### src/rtl/imem_uart_loader_if.sv
// Instruction-memory write port driven by the UART loader.
// The loader drives it through the master modport.
// The instruction memory, or a monitor, observes it through the slave modport.
interface imem_uart_loader_if;
    logic        wren;
    logic [11:0] addr;
    logic [31:0] data;

    modport master (output wren, output addr, output data);
    modport slave  (input  wren, input  addr, input  data);
endinterface

### src/rtl/imem_uart_loader.sv
// UART program loader.
// It receives the frame: magic byte, 16-bit word count (MSB first), then 4*N data bytes.
// It writes each assembled 32-bit word into instruction memory.
// The processor is held in reset while a load is in progress, and after a failed load.
module imem_uart_loader #(
    parameter int         CLKS_PER_BIT = 434,
    parameter logic [7:0] MAGIC        = 8'hA5
) (
    input  logic                clock,
    input  logic                reset,
    input  logic                uart_rx,
    imem_uart_loader_if.master  imem,
    output logic                cpu_hold,
    output logic                load_done,
    output logic                load_error
);
    localparam int            CW      = $clog2(CLKS_PER_BIT);
    localparam logic [CW-1:0] HALF_M1 = CW'(CLKS_PER_BIT / 2 - 1);
    localparam logic [CW-1:0] FULL_M1 = CW'(CLKS_PER_BIT - 1);

    typedef enum logic [1:0] {RX_IDLE, RX_START, RX_DATA, RX_STOP} rx_state_t;
    typedef enum logic [2:0] {L_IDLE, L_CNT_HI, L_CNT_LO, L_DATA, L_DONE, L_ERROR} ld_state_t;

    rx_state_t     rx_state_r, rx_next_s;
    ld_state_t     ld_state_r, ld_next_s;
    logic          rx_meta_r, rx_sync_r, rx_prev_r;
    logic [CW-1:0] clk_cnt_r;
    logic [2:0]    bit_cnt_r;
    logic [7:0]    shift_r, rx_byte_r;
    logic          byte_valid_r, frame_err_r;
    logic          tick_half_s, tick_full_s;
    logic [15:0]   count_r, cnt_full_s;
    logic [12:0]   words_r;
    logic [11:0]   addr_r, addr_out_r;
    logic [1:0]    byte_idx_r;
    logic [31:0]   word_r, data_out_r;
    logic          wren_r, hold_r, done_r, err_r;
    logic          last_byte_s, last_word_s, magic_s;

    // Next-state logic of the UART receiver.
    always_comb begin
        rx_next_s   = rx_state_r;
        tick_half_s = (clk_cnt_r == HALF_M1);
        tick_full_s = (clk_cnt_r == FULL_M1);
        case (rx_state_r)
            RX_IDLE: begin
                if (rx_prev_r && !rx_sync_r) rx_next_s = RX_START;
                else                         rx_next_s = RX_IDLE;
            end
            RX_START: begin
                if (tick_half_s) rx_next_s = rx_sync_r ? RX_IDLE : RX_DATA;
                else             rx_next_s = RX_START;
            end
            RX_DATA: begin
                if (tick_full_s && (bit_cnt_r == 3'd7)) rx_next_s = RX_STOP;
                else                                    rx_next_s = RX_DATA;
            end
            RX_STOP: begin
                if (tick_full_s) rx_next_s = RX_IDLE;
                else             rx_next_s = RX_STOP;
            end
            default: rx_next_s = RX_IDLE;
        endcase
    end

    // State register of the UART receiver.
    always_ff @(posedge clock) begin
        if (!reset) rx_state_r <= RX_IDLE;
        else        rx_state_r <= rx_next_s;
    end

    // Receiver datapath: synchronizer, bit timing, shift register, and byte/error pulses.
    always_ff @(posedge clock) begin
        if (!reset) begin
            rx_meta_r    <= 1'b1;
            rx_sync_r    <= 1'b1;
            rx_prev_r    <= 1'b1;
            clk_cnt_r    <= '0;
            bit_cnt_r    <= 3'd0;
            shift_r      <= 8'd0;
            rx_byte_r    <= 8'd0;
            byte_valid_r <= 1'b0;
            frame_err_r  <= 1'b0;
        end else begin
            rx_meta_r    <= uart_rx;
            rx_sync_r    <= rx_meta_r;
            rx_prev_r    <= rx_sync_r;
            byte_valid_r <= 1'b0;
            frame_err_r  <= 1'b0;
            case (rx_state_r)
                RX_IDLE: begin
                    clk_cnt_r <= '0;
                    bit_cnt_r <= 3'd0;
                end
                RX_START: begin
                    if (tick_half_s) clk_cnt_r <= '0;
                    else             clk_cnt_r <= clk_cnt_r + 1'b1;
                end
                RX_DATA: begin
                    if (tick_full_s) begin
                        clk_cnt_r <= '0;
                        shift_r   <= {rx_sync_r, shift_r[7:1]};
                        bit_cnt_r <= bit_cnt_r + 3'd1;
                    end else begin
                        clk_cnt_r <= clk_cnt_r + 1'b1;
                    end
                end
                RX_STOP: begin
                    if (tick_full_s) begin
                        clk_cnt_r <= '0;
                        if (rx_sync_r) begin
                            byte_valid_r <= 1'b1;
                            rx_byte_r    <= shift_r;
                        end else begin
                            frame_err_r  <= 1'b1;
                        end
                    end else begin
                        clk_cnt_r <= clk_cnt_r + 1'b1;
                    end
                end
                default: clk_cnt_r <= '0;
            endcase
        end
    end

    // Next-state logic of the frame parser; it only moves on a received byte or a framing error.
    always_comb begin
        ld_next_s   = ld_state_r;
        cnt_full_s  = {count_r[15:8], rx_byte_r};
        last_byte_s = (byte_idx_r == 2'd3);
        last_word_s = (({3'b000, words_r} + 16'd1) == count_r);
        magic_s     = (rx_byte_r == MAGIC);
        case (ld_state_r)
            L_IDLE: begin
                if (byte_valid_r && magic_s) ld_next_s = L_CNT_HI;
                else                         ld_next_s = L_IDLE;
            end
            L_CNT_HI: begin
                if (frame_err_r)       ld_next_s = L_ERROR;
                else if (byte_valid_r) ld_next_s = L_CNT_LO;
                else                   ld_next_s = L_CNT_HI;
            end
            L_CNT_LO: begin
                if (frame_err_r)                 ld_next_s = L_ERROR;
                else if (!byte_valid_r)          ld_next_s = L_CNT_LO;
                else if (cnt_full_s == 16'd0)    ld_next_s = L_DONE;
                else if (cnt_full_s > 16'd4096)  ld_next_s = L_ERROR;
                else                             ld_next_s = L_DATA;
            end
            L_DATA: begin
                if (frame_err_r)                                    ld_next_s = L_ERROR;
                else if (byte_valid_r && last_byte_s && last_word_s) ld_next_s = L_DONE;
                else                                                ld_next_s = L_DATA;
            end
            L_DONE:  ld_next_s = L_IDLE;
            L_ERROR: ld_next_s = L_IDLE;
            default: ld_next_s = L_IDLE;
        endcase
    end

    // State register of the frame parser.
    always_ff @(posedge clock) begin
        if (!reset) ld_state_r <= L_IDLE;
        else        ld_state_r <= ld_next_s;
    end

    // Parser datapath: count capture, word assembly, write strobe, and status flags.
    always_ff @(posedge clock) begin
        if (!reset) begin
            count_r    <= 16'd0;
            words_r    <= 13'd0;
            addr_r     <= 12'd0;
            addr_out_r <= 12'd0;
            byte_idx_r <= 2'd0;
            word_r     <= 32'd0;
            data_out_r <= 32'd0;
            wren_r     <= 1'b0;
            hold_r     <= 1'b0;
            done_r     <= 1'b0;
            err_r      <= 1'b0;
        end else begin
            wren_r <= 1'b0;
            case (ld_state_r)
                L_IDLE: begin
                    if (byte_valid_r && magic_s) begin
                        hold_r <= 1'b1;
                        done_r <= 1'b0;
                        err_r  <= 1'b0;
                    end
                end
                L_CNT_HI: begin
                    if (byte_valid_r) count_r[15:8] <= rx_byte_r;
                end
                L_CNT_LO: begin
                    if (byte_valid_r) begin
                        count_r[7:0] <= rx_byte_r;
                        addr_r       <= 12'd0;
                        words_r      <= 13'd0;
                        byte_idx_r   <= 2'd0;
                    end
                end
                L_DATA: begin
                    if (byte_valid_r) begin
                        word_r     <= {word_r[23:0], rx_byte_r};
                        byte_idx_r <= byte_idx_r + 2'd1;
                        if (last_byte_s) begin
                            // A 4096-word image wraps addr_r back to 0 without issuing an extra write.
                            wren_r     <= 1'b1;
                            data_out_r <= {word_r[23:0], rx_byte_r};
                            addr_out_r <= addr_r;
                            addr_r     <= addr_r + 12'd1;
                            words_r    <= words_r + 13'd1;
                        end
                    end
                end
                L_DONE: begin
                    hold_r <= 1'b0;
                    done_r <= 1'b1;
                end
                L_ERROR: begin
                    err_r <= 1'b1;
                end
                default: wren_r <= 1'b0;
            endcase
        end
    end

    assign imem.wren  = wren_r;
    assign imem.addr  = addr_out_r;
    assign imem.data  = data_out_r;
    assign cpu_hold   = hold_r;
    assign load_done  = done_r;
    assign load_error = err_r;
endmodule

### src/flat_wrapper.sv
// flat-port wrapper written by rule: the top's interface ports become plain ports
module imem_uart_loader_flat 
#(
    parameter int         CLKS_PER_BIT = 434,
    parameter logic [7:0] MAGIC        = 8'hA5
)
  (clock, reset, uart_rx, cpu_hold, load_done, load_error, imem_wren, imem_addr, imem_data);
  imem_uart_loader_if imem_i ();
  input  logic clock;
  input  logic reset;
  input  logic uart_rx;
  output logic cpu_hold;
  output logic load_done;
  output logic load_error;
  output wire logic [$bits(imem_i.wren)-1:0] imem_wren;
  output wire logic [$bits(imem_i.addr)-1:0] imem_addr;
  output wire logic [$bits(imem_i.data)-1:0] imem_data;
  assign imem_wren = imem_i.wren;
  assign imem_addr = imem_i.addr;
  assign imem_data = imem_i.data;
  imem_uart_loader #(.CLKS_PER_BIT(CLKS_PER_BIT), .MAGIC(MAGIC)) u_core (.clock(clock), .reset(reset), .uart_rx(uart_rx), .imem(imem_i), .cpu_hold(cpu_hold), .load_done(load_done), .load_error(load_error));
endmodule
### config.mk
export PLATFORM = sky130hd
export DESIGN_NAME = imem_uart_loader_flat
export DESIGN_NICKNAME = d
export VERILOG_FILES = /design/src/rtl/imem_uart_loader_if.sv /design/src/rtl/imem_uart_loader.sv /design/src/flat_wrapper.sv
export SDC_FILE = /design/constraint.sdc
export NUM_CORES = 1
export LEC_CHECK = 0
export ABC_AREA = 1
export BUFFER_PORTS_ARGS = -buffer_cell sky130_fd_sc_hd__buf_4
export CELL_PAD_IN_SITES_DETAIL_PLACEMENT = 0
export CELL_PAD_IN_SITES_GLOBAL_PLACEMENT = 2
export CORE_MARGIN = 2
export CORE_UTILIZATION = 37
export CTS_BUF_LIST = sky130_fd_sc_hd__clkbuf_2 sky130_fd_sc_hd__clkbuf_4 sky130_fd_sc_hd__clkbuf_8
export DETAILED_ROUTE_END_ITERATION = 7
export PLACE_DENSITY = 0.87
export REMOVE_ABC_BUFFERS = 1
export SLEW_MARGIN = 20
export SYNTH_ARGS = -nofsm -noshare
export SYNTH_HDL_FRONTEND = slang
export SYNTH_SLANG_ARGS = --single-unit
### constraint.sdc
create_clock -name clock -period 2.5 [get_ports clock]
set_input_delay 0.5 -clock clock [delete_from_list [all_inputs] [get_ports clock]]
set_output_delay 0.5 -clock clock [all_outputs]
set_load 0.05 [all_outputs]
Word-level counts from Yosys, hierarchy flattened --
Index checks and enable logic that the tools add are counted.
Operators by class: add/sub/neg operators 6, order comparisons 1, equal/unequal tests 19, muxes and demuxes 40, reduce and logical (&&, ||, !) cells 27
Operators with widths (count):
- 13-bit 2-to-1 mux | 3
- 12-bit 2-to-1 mux | 3
- 9-bit one-hot mux with 3 select lines | 1
- 13-bit one-hot mux with 2 select lines | 1
- 3-bit 2-to-1 mux | 8
- 12-bit one-hot mux with 2 select lines | 1
- 9-bit 2-to-1 mux | 2
- 16-bit == test | 1
- 16-bit by 13-bit > comparator with 1-bit output (second input constant) | 1
- 16-bit zero test | 1
- 3-bit AND reduction | 5
- 13-bit by 1-bit adder with 14-bit output (second input constant) | 1
- 2-bit AND reduction | 7
- 13-bit by 1-bit adder with 13-bit output (second input constant) | 1
- 12-bit by 1-bit adder with 12-bit output (second input constant) | 1
- 2-bit 2-to-1 mux | 6
- 3-bit one-hot mux with 4 select lines | 1
- 2-bit by 1-bit inequality test with 1-bit output (second input constant) | 5
- 9-bit by 1-bit adder with 9-bit output (second input constant) | 1
- 3-bit == test (second input constant) | 3
- 9-bit by 8-bit == test with 1-bit output (second input constant) | 1
- 9-bit == test (second input constant) | 1
- 8-bit == test (second input constant) | 1
- 1-bit 2-to-1 mux | 8
- other kinds (17) | 29
Word-level totals: bits in registers 153, input bits 3, output and inout port bits 48, logic and storage cells 116

Longest topological paths before layout --
word-level depth 6, mapped depth 15, mapped depth without buffers 15

Worst setup path before layout --
No wires, ideal clock.
kind flip-flop to flip-flop, start register u_core.words_r[0], end register u_core.ld_state_r[2], library setup time 0.070 ns, data arrival time 1.654 ns, required time 2.430 ns, slack 0.776 ns, stages on the path, launching flop included 16, path buffers 0, clock period less this slack 1.724 ns, cell sequence dfxtp_1 ha_1 nand2_2 nor2_2 nand2_1 nand2_1 nand2_1 nand2_1 nand2_1 nor2_1 nand2_1 nor2_1 nand2_1 nand2_1 nand2_1 a21oi_1
Between the ends: longest elaborated chain between the ends 6
Ends and longest elaborated chain:
- start: declaration | RTL line imem_uart_loader.sv:33 | logic [12:0] words_r;
- start signal: assignment | RTL line imem_uart_loader.sv:212 | words_r <= words_r + 13'd1;
- 13-bit by 1-bit adder with 14-bit output | RTL line imem_uart_loader.sv:131 | last_word_s = (({3'b000, words_r} + 16'd1) == count_r);
- 16-bit == test | RTL line imem_uart_loader.sv:131
- 1-bit logical AND | RTL line imem_uart_loader.sv:152 | else if (byte_valid_r && last_byte_s && last_word_s) ld_next_s = L_DONE;
- 3-bit 2-to-1 mux | RTL line imem_uart_loader.sv:152
- 3-bit 2-to-1 mux | RTL line imem_uart_loader.sv:151 | if (frame_err_r) ld_next_s = L_ERROR;
- 3-bit one-hot mux with 4 select lines | RTL line imem_uart_loader.sv:133 | case (ld_state_r)
- end signal: assignment | RTL line imem_uart_loader.sv:164 | else ld_state_r <= ld_next_s;
- end: declaration | RTL line imem_uart_loader.sv:25 | ld_state_t ld_state_r, ld_next_s;
No other way between the ends. A chain may end at the register's enable or synchronous reset.

Final worst setup path --
Same ends and word-level chain as after synthesis.

==> results_dict.tcl <==
set metrics [dict create \
    fp.dieW_um 134.1 \
    reg2regPathDepth 13 \
    postCtsSetupRepairBufs 0 \
    grt_use_total_pct 17.12 \
    critPathSlowestCell "dfxtp_1" \
    hold_viol_final 0 \
    synthArstFlopShare_pct 0 \
    core-area_sq_mm 0.01658 \
    wl_mm 14.67 \
    drive_gt1_share_pct 13.33 \
    nets 853 \
    critical_path_buf_inv_count 0 \
    synth_seq_cells 153 \
    via_per_inst 4.905 \
    synth_cell_types 40 \
    r2r-start "u_core.words_r[0]" \
    power_density_mw_per_mm2 608.5 \
    max-slew-margin-rel_pct 57.88 \
    rows 47 \
    r2r_end "u_core.ld_state_r[2]" \
    dr.pass1.iters 4 \
    finalPower_uw 4414 \
    cts_root_buf "clkbuf_8" \
    htreeDepth 4 \
    arrival_ps 2620 \
    cp.required_ps 2880 \
    worstSetupStartpointType "register" \
    post_cts_resized 0 \
    cts.sinks 153 \
    slowest_delay_ps 420 \
    dpl-instance-area_sq_mm 0.006853 \
    clk_pin_slew_ps 90 \
    max_cap_viol_count 0 \
    cts_tree "yes" \
    rsz0062_at_grt "no" \
    antenna_left 0 \
    min_from "uart_rx" \
    hold_path.class "input port to register" \
    preCtsSetupSlack_ps 307.1 \
    critical_path_class "register to register" \
    critical-path-top-delay-family "simple AND/OR/NAND/NOR gates" \
    routabilityCongestion 0.8230 \
    via_count 5273 \
    r2r_slack_ps 250 \
    clockBufferDepth 2 \
    grt_pass1_vias 5067 \
    final.period_utilization_pct 89.83 \
    seq_area_sq_mm 0.003063 \
    finalWorstSetupSlack_ps 254.3 \
    fp.dieArea_sq_mm 0.01797 \
    crit_path_max_fanout 10 \
    holdPathEnd "u_core.rx_meta_r" \
    p_leak_uw 0.002908 \
    fmax_mhz 445.3 \
    status "finished clean" \
    place.port_buffers 50 \
    antenna_found_initial 0 \
    crit_chain "ha_1 -> nand2_2 -> nor2_2 -> nand3_1 -> nand3b_1 -> nand2_1 -> nor2_1 -> nand2_1 -> nor2_1 -> nand2_1 -> nand2_1 -> nand2_1 -> a21oi_1" \
    ys.flop_type "dfxtp_1" \
    finalMaxSlewViolations 0 \
    setup_viol 0 \
    ctsHoldBuffers 0 \
    grt_pass1_wl_mm 24.58 \
    ios 51 \
    multi_input_comb_area_sq_mm 0.002685 \
    numCtsBuffers 17 \
    syn_inst 794 \
    synth.avg_cell_area_sq_um 7.882 \
    fin_area_sq_mm 0.007253 \
    fillers 1701 \
    hpwl_mm 10.20 \
    drt-initial-drc-count 256 \
    fp.dieH_um 134.1 \
    synth_warnings 0 \
    min_path_cells 2 \
    grt_max_degree 63 \
    clk_latency_ps 450 \
    initial_core_util_pct 37.74 \
    clock_skew_ps 11.48 \
    synth_edf_count 0 \
    areaGrowthSynthToFinish_pct 15.89 \
    avgRoutedWirePerCell_um 13.64 \
    overflow 0 \
    ys_seq_area_share_pct 48.94 \
    period_minus_slack_ps 2246 \
    path_common_cell "nand2_1" \
    drc_errors 0 \
    max_slew.worst_pin.slew_ps 630.8 \
    n_antenna_cell 0 \
    cp-end-kind "register" \
    ir_worst_vdd_mv 0.3073 \
    netlist_area_sq_mm 0.006259 \
    setup_tns_ps 0 \
]
==> layer usage <==
metal	vias up	part of all wire (%)	global-route usage [%]
met5	-	0	0
met4	0	2.0	7.427
met3	21	3.8	4.044
met2	84	46	27.38
met1	2421	48	22.16
li1	2747	-	-
==> flip-flops by register name, indices dropped and copies added (netlist names), 2 cells and up <==
signal and cells:
u_core.addr_r 12, u_core.bit_cnt_r 3, u_core.byte_idx_r 2, u_core.clk_cnt_r 9, u_core.count_r 16, u_core.imem.addr 12
u_core.imem.data 32, u_core.ld_state_r 3, u_core.rx_byte_r 8, u_core.rx_state_r 2, u_core.shift_r 8, u_core.word_r 24
u_core.words_r 13
==> worst max-delay path by stage <==
stage | slack, ps | endpoint | cells past startpoint | startpoint
5_1_grt | 70 | u_core.ld_state_r[2] | 13 | u_core.words_r[0]
2_1_floorplan | 380 | u_core.imem.data[0] | 11 | u_core.ld_state_r[2]
4_1_cts | 280 | u_core.ld_state_r[2] | 13 | u_core.words_r[0]
3_3_place_gp | 380 | u_core.ld_state_r[2] | 13 | u_core.words_r[0]
3_5_place_dp | 310 | u_core.ld_state_r[2] | 13 | u_core.words_r[0]
6_report | 250 | u_core.ld_state_r[2] | 13 | u_core.words_r[0]
==> synthesized netlist by cell type (5+ instances only) <==
cell type	number	share of area, %
a211oi_1	10	1.2
a21oi_1	80	6.4
buf_1	6	0.36
clkbuf_1	18	1.1
dfxtp_1	153	49
ha_1	8	1.6
inv_1	90	5.4
nand2_1	103	6.2
nand3_1	55	4.4
nand3b_1	6	0.72
nand4_1	11	1.1
nor2_1	79	4.7
nor3_1	18	1.4
o21ai_0	77	6.2
o21ai_1	21	1.7
o22ai_1	9	0.90
xor2_1	5	0.70
==> layout by cell type (no fill, tap or decap), types with 4 or more instances in the layout <==
cell type,instances
a211oi_1,10
a21oi_1,80
buf_4,60
clkbuf_8,17
clkinv_4,4
dfxtp_1,153
ha_1,8
inv_1,90
inv_2,4
nand2_1,103
nand3_1,55
nand3b_1,6
nand4_1,11
nor2_1,79
nor2_2,4
nor3_1,18
o21ai_0,77
o21ai_1,21
o22ai_1,9
xor2_1,5
==> metrics by stage <==
stage | hold slack (ps) | utilization (%) | instances
3_5_place_dp | 402.5 | 41.32 | 1043
5_1_grt | 202.0 | 43.74 | 1075
6_report | 234.7 | 43.74 | 1075
4_1_cts | 196.8 | 43.74 | 1075
3_3_place_gp | 394.0 | 41.32 | 1043
2_1_floorplan | 392.5 | - | 762
==> where the power goes <==
group          switching, uW  total [uW]  internal (uW)
sequential              2.21        2440           2440
combinational           47.2        63.5           16.2
clock                   1000        1910            909
==> layout make-up <==
| class | instances | share of cell area, % |
|---|---|---|
| Clock buffer | 17 | 3.226 |
| Clock inverter | 15 | 2.294 |
| Inverter | 95 | 4.951 |
| Multi-Input combinational cell | 514 | 37.02 |
| Sequential cell | 153 | 42.23 |
| Tap cell | 220 | 3.795 |
| Timing Repair Buffer | 61 | 6.486 |
==> worst reg2reg max path, delay by kind of cell (launching register included) <==
family / cells / cell delay, ps
simple gates: 11 / 1390
fa+ha+maj: 1 / 210
compound gates: 1 / 150
flops: 1 / 420
==> logic make-up (layout without fill, tap and decap cells) <==
| kind of cell | after synthesis | count (layout) | synth area share, % |
|---|---|---|---|
| xor+xnor | 10 | 10 | 2.059 |
| buf+inv | 127 | 188 | 8.156 |
| flops | 153 | 153 | 48.94 |
| compound gates | 204 | 204 | 17.43 |
| fa+ha+maj | 8 | 8 | 1.599 |
| simple gates | 292 | 292 | 21.81 |
Note: power is estimated with default switching activity, not from simulation.
